[src/rtl/mac_tx_frame_gen_if.sv]
// mac_tx_frame_gen_if: MAC transmit byte stream (data/valid/sof/eof) towards mac_rgmii.
interface mac_tx_frame_gen_if;
    logic [7:0] mac_tx_data;
    logic       mac_tx_valid;
    logic       mac_tx_sof;
    logic       mac_tx_eof;
    modport master (output mac_tx_data, mac_tx_valid, mac_tx_sof, mac_tx_eof);
    modport slave  (input  mac_tx_data, mac_tx_valid, mac_tx_sof, mac_tx_eof);
endinterface

[src/rtl/mac_tx_frame_gen.sv]
// mac_tx_frame_gen: Ethernet test-frame generator (header, sequence-numbered payload, optional FCS).
module mac_tx_frame_gen #(
    parameter logic [47:0] DST_MAC    = 48'hFFFF_FFFF_FFFF,
    parameter logic [47:0] SRC_MAC    = 48'h000A_3500_0001,
    parameter logic [15:0] ETHERTYPE  = 16'h88B5,
    parameter int unsigned IFG_CYCLES = 12,
    parameter bit          APPEND_FCS = 1'b1
) (
    input  logic                      clk,
    input  logic                      rst,
    input  logic                      enable,
    input  logic [10:0]               payload_len,
    mac_tx_frame_gen_if.master        tx,
    output logic                      busy,
    output logic [31:0]               frame_cnt
);
    typedef enum logic [2:0] {IDLE, HDR, PAY, FCS, IFG} state_t;
    localparam logic [111:0] HDR_BYTES = {DST_MAC, SRC_MAC, ETHERTYPE};
    localparam logic [10:0]  IFG_LAST  = 11'(IFG_CYCLES) - 11'd1;
    localparam state_t       POST      = (IFG_CYCLES == 0) ? IDLE : IFG;

    state_t      r_state, w_state_nxt;
    logic [10:0] r_idx, w_idx_nxt, r_len, w_len_clamp;
    logic [31:0] r_seq, r_crc, r_frame_cnt, w_fcs;
    logic [7:0]  w_byte;
    logic        w_eof, w_valid;

    function automatic logic [31:0] crc_byte(input logic [31:0] c, input logic [7:0] d);
        logic [31:0] x;
        x = c ^ {24'd0, d};
        for (int i = 0; i < 8; i++) x = x[0] ? ((x >> 1) ^ 32'hEDB8_8320) : (x >> 1);
        return x;
    endfunction

    assign w_len_clamp = (payload_len < 11'd46) ? 11'd46 : (payload_len > 11'd1500) ? 11'd1500 : payload_len;
    assign w_fcs       = ~r_crc;

    always_comb begin
        w_state_nxt = r_state;
        w_idx_nxt   = r_idx + 11'd1;
        w_byte      = 8'd0;
        w_eof       = 1'b0;
        case (r_state)
            IDLE: begin
                w_idx_nxt = 11'd0;
                if (enable) w_state_nxt = HDR;
            end
            HDR: begin
                w_byte = HDR_BYTES[7'd104 - {r_idx[3:0], 3'b000} +: 8];
                if (r_idx == 11'd13) begin
                    w_state_nxt = PAY;
                    w_idx_nxt   = 11'd0;
                end
            end
            PAY: begin
                // first four payload bytes carry the sequence number, the rest count up
                w_byte = (r_idx < 11'd4) ? r_seq[5'd24 - {r_idx[1:0], 3'b000} +: 8] : r_idx[7:0];
                if (r_idx == r_len - 11'd1) begin
                    w_state_nxt = APPEND_FCS ? FCS : POST;
                    w_idx_nxt   = 11'd0;
                    w_eof       = !APPEND_FCS;
                end
            end
            FCS: begin
                w_byte = w_fcs[{r_idx[1:0], 3'b000} +: 8];
                if (r_idx == 11'd3) begin
                    w_state_nxt = POST;
                    w_idx_nxt   = 11'd0;
                    w_eof       = 1'b1;
                end
            end
            IFG: begin
                if (r_idx == IFG_LAST) w_state_nxt = IDLE;
            end
            default: w_state_nxt = IDLE;
        endcase
    end

    always_ff @(posedge clk) begin
        if (rst) begin
            r_state <= IDLE;
            r_idx   <= 11'd0;
        end else begin
            r_state <= w_state_nxt;
            r_idx   <= w_idx_nxt;
        end
    end

    always_ff @(posedge clk) begin
        if (rst) begin
            r_len       <= 11'd46;
            r_seq       <= 32'd0;
            r_crc       <= 32'hFFFF_FFFF;
            r_frame_cnt <= 32'd0;
        end else begin
            if (r_state == IDLE && enable) begin
                r_len <= w_len_clamp;
                r_seq <= r_frame_cnt;
            end
            // CRC covers header and payload; it is frozen while the FCS is sent
            r_crc <= (r_state == IDLE) ? 32'hFFFF_FFFF :
                     (r_state == HDR || r_state == PAY) ? crc_byte(r_crc, w_byte) : r_crc;
            if (w_eof) r_frame_cnt <= r_frame_cnt + 32'd1;
        end
    end

    assign w_valid         = (r_state == HDR) || (r_state == PAY) || (r_state == FCS);
    assign tx.mac_tx_valid = w_valid;
    assign tx.mac_tx_data  = w_byte;
    assign tx.mac_tx_sof   = (r_state == HDR) && (r_idx == 11'd0);
    assign tx.mac_tx_eof   = w_eof;
    assign busy            = (r_state != IDLE);
    assign frame_cnt       = r_frame_cnt;
endmodule

[src/flat_wrapper.sv]
// flat-port wrapper written by rule: the top's interface ports become plain ports
module mac_tx_frame_gen_flat 
#(
    parameter logic [47:0] DST_MAC    = 48'hFFFF_FFFF_FFFF,
    parameter logic [47:0] SRC_MAC    = 48'h000A_3500_0001,
    parameter logic [15:0] ETHERTYPE  = 16'h88B5,
    parameter int unsigned IFG_CYCLES = 12,
    parameter bit          APPEND_FCS = 1'b1
)
  (clk, rst, enable, payload_len, busy, frame_cnt, tx_mac_tx_data, tx_mac_tx_valid, tx_mac_tx_sof, tx_mac_tx_eof);
  mac_tx_frame_gen_if tx_i ();
  input  logic clk;
  input  logic rst;
  input  logic enable;
  input  logic [10:0] payload_len;
  output logic busy;
  output logic [31:0] frame_cnt;
  output wire logic [$bits(tx_i.mac_tx_data)-1:0] tx_mac_tx_data;
  output wire logic [$bits(tx_i.mac_tx_valid)-1:0] tx_mac_tx_valid;
  output wire logic [$bits(tx_i.mac_tx_sof)-1:0] tx_mac_tx_sof;
  output wire logic [$bits(tx_i.mac_tx_eof)-1:0] tx_mac_tx_eof;
  assign tx_mac_tx_data = tx_i.mac_tx_data;
  assign tx_mac_tx_valid = tx_i.mac_tx_valid;
  assign tx_mac_tx_sof = tx_i.mac_tx_sof;
  assign tx_mac_tx_eof = tx_i.mac_tx_eof;
  mac_tx_frame_gen #(.DST_MAC(DST_MAC), .SRC_MAC(SRC_MAC), .ETHERTYPE(ETHERTYPE), .IFG_CYCLES(IFG_CYCLES), .APPEND_FCS(APPEND_FCS)) u_core (.clk(clk), .rst(rst), .enable(enable), .payload_len(payload_len), .tx(tx_i), .busy(busy), .frame_cnt(frame_cnt));
endmodule
[config.mk]
export PLATFORM = sky130hd
export DESIGN_NAME = mac_tx_frame_gen_flat
export DESIGN_NICKNAME = d
export VERILOG_FILES = /design/src/rtl/mac_tx_frame_gen_if.sv /design/src/rtl/mac_tx_frame_gen.sv /design/src/flat_wrapper.sv
export SDC_FILE = /design/constraint.sdc
export NUM_CORES = 1
export LEC_CHECK = 0
export CAP_MARGIN = 20
export CORE_MARGIN = 2
export CORE_UTILIZATION = 53
export DETAILED_ROUTE_END_ITERATION = 6
export DONT_BUFFER_PORTS = 1
export PLACE_DENSITY = 0.68
export SYNTH_ARGS = -nofsm -noshare
export SYNTH_HDL_FRONTEND = slang
export SYNTH_SLANG_ARGS = --single-unit
[constraint.sdc]
create_clock -name clk -period 4.9 [get_ports clk]
set_clock_uncertainty 0.1 [all_clocks]
set_input_delay 0.98 -clock clk [delete_from_list [all_inputs] [get_ports clk]]
set_output_delay 0.98 -clock clk [all_outputs]
set_load 0.1 [all_outputs]
==> results.cfg <==
[finish]
syn_to_final_growth_pct = 12.7
most_common_library_cell_in_the_layout_ignoring_fill_and_taps = dfxtp_1
num_antenna_cells = 0
layout_common_cells = 121 x dfxtp_1, 113 x nand2_1, 74 x nor2_1, 63 x a21oi_1, 60 x xnor2_1
nNetsFinal = 768
final_layout_size_suffix_gt1_share_pct = 13.8
final_cells = 927
final_core_utilization_pct = 61.5

[clocking]
clock_latency_ns = 0.42
cts.hold.buffers_added = 0
cts_made_buffers = 17
cts_repair_resize_count = 0
cts-htree-levels = 4
post-cts-setup-buffer-count = 0
clock-root-buffer = clkbuf_16
clkSinkCount = 121
cts-root-to-sink-buffers = 2
clk_pin_slew_worst_paths_ns = 0.06
cts_tree = done

[run]
maxCapViolCount = 0

[logic_synthesis]
synth_edf_count = 0
synthesized_instance_count = 742
summed_instance_area_of_the_synthesized_netlist_um2 = 6610
synth_seq_cells = 121
sequential_cell_area_fraction_in_the_yosys_report_pct = 36.6
mappedNetlistNets = 764
postSynthAreaPerCell_um2 = 8.91
ys_async_sr_fraction_pct = 0
ys_dominant_reg_cell = dfxtp_1
number_of_warnings_issued_by_yosys = 0
netlist-cell-type-count = 67

[floorplan]
floorplan.die_area_um2 = 13400
floorplan.initialDensity_pct = 54.6
core_region_area_um2 = 12100
floorplan.rows = 40
dieWidth_um = 116
pin_count = 58
chipHeight_um = 116

[grt]
pin_count_of_the_biggest_net_entering_global_routing = 82
gr-max-usage-layer = met2
grt_pass1_wl_mm = 26.2
overflow = 0
antenna_found_initial = 0
groute.layer.met2.usage_pct = 43.1
grt_util_met1_pct = 32.1
gr-usage-all-layers_pct = 25.4
grt_use_met3_pct = 4.92
vias_in_the_first_global_route = 5201

[sta]
period_minus_slack_ns = 4.22
relSlewSlack_pct = 26.1
slew_viol_final = 0
hold_viol_final = 0
report.final.setup_viol = 0
fmax_mhz = 237
timing_worst_slew_pin_value_ns = 1.11
grt_setup_unrepaired = false
period_share_pct = 86.2
setup-tns-final_ns = 0

[pwr]
finalPower_mw = 2.72
power_density_nw_per_um2 = 364
leakage_nw = 2.73
max-vdd-ir-drop_v = 0.000201

[outcome]
status = finished clean

[routing]
final_antenna_net_count = 0
finalWirelength_mm = 16.1
routed_via_density = 5.83
routed-via-count = 5400
number_of_detailed_routing_iterations_run_before_antenna_repair = 5
drc_errors = 0
post_drt_wl_per_cell_um = 17.4
drt_first_iter_violations = 375

[place]
hpwlAfterDp_mm = 11.3
placed_cells = 894
port_buffers = 0
globalplace.congestion = 0.882

[setup_path]
timing.critical_path.slowest_stage_cell = dfxtp_1
path_cells = ha_1, inv_1, ha_1, nor2b_1, nor2_1, a221o_1, a31oi_2, inv_1
crit_required_ns = 3.82
worst_path_largest_cell_delay_ns = 0.71
critPathKind = reg2out
crit_path_end_kind = primary output
cp_data_arrival_time_ns = 3.14
cp-start-kind = flip-flop
worst-path-buf-inv = 2
path_delay_family = flip-flops
worst-path-max-fanout = 16

[worst_hold_path]
timing.hold.worst.class = reg2reg
per-stage QoR:
stage	setup WS, ns	hold WS, ns	area (um2)
floorplan	1.07	0.333	6610
detailed placement	1.15	0.341	6850
CTS	0.689	0.348	7430
global route	0.483	0.365	7450
global placement	1.22	0.333	6850
finish	0.677	0.350	7450
area by class of cell:
class / count / area, um2
clock buffers: 22 / 464
clock inverters: 10 / 119
fillers: 1059 / 4660
inverters: 16 / 60.1
multi-input cells: 560 / 3940
flip-flops and latches: 121 / 2420
well taps: 168 / 210
repair buffers: 30 / 238
metal layers:
layer,up-vias,wire length (um)
li1,2574,-
met1,2662,6960
met2,138,8050
met3,26,787
met4,0,338
met5,-,0
flip-flops by register name, indices dropped and copies added (netlist names):
register / flops
u_core.r_crc: 32
u_core.r_len: 11
u_core.r_state: 3
u_core.frame_cnt: 32
u_core.r_seq: 32
u_core.r_idx: 11
cells by family (layout without fill, tap and decap cells):
kind of cell	count (synthesis)	in the layout	share of synthesized area (%)
multiplexers	20	20	5.70
buffers and inverters	61	78	3.84
AND/OR/NAND/NOR	284	284	20.2
flip-flops	121	121	36.6
AO/OA/AOI/OAI	134	134	12.8
XOR/XNOR	114	114	19.3
adder cells (fa/ha/maj)	8	8	1.51
tightest hold or removal path, stage by stage, from the launching register on:
cell and delay, ns:
dfxtp_1 0.30, nand2_1 0.05, a21oi_1 0.05
cell usage after synthesis, drive strengths merged, types with 11 or more instances:
cell	instances	area, um2
o21ai	17	85.1
nand2	113	424
clkbuf	34	128
inv	16	60.1
o211ai	19	143
xor2	38	412
nor2	75	282
xnor3	11	249
buf	11	66.3
dfxtp	121	2420
mux4	14	315
nand3	21	105
xnor2	64	591
a21oi	63	315
nor3	13	70.1
power by group:
group          total (mW)  internal (mW)  switching [mW]
Sequential           1.03           1.00          0.0234
Combinational       0.465          0.197           0.268
Clock                1.23          0.775           0.450
Total                2.72           1.97           0.741
final timing paths:
check                        from           endpoint  slack, ns  cells after the start
setup / recovery  u_core.r_idx[2]  tx_mac_tx_data[0]       0.68                      8
hold / removal    u_core.r_seq[5]    u_core.r_seq[5]       0.35                      2
setup reg to reg  u_core.r_idx[2]   u_core.r_crc[16]       1.22                     11
hold reg to reg   u_core.r_seq[5]    u_core.r_seq[5]       0.35                      2
No activity file was read; power rests on OpenSTA's default activity.
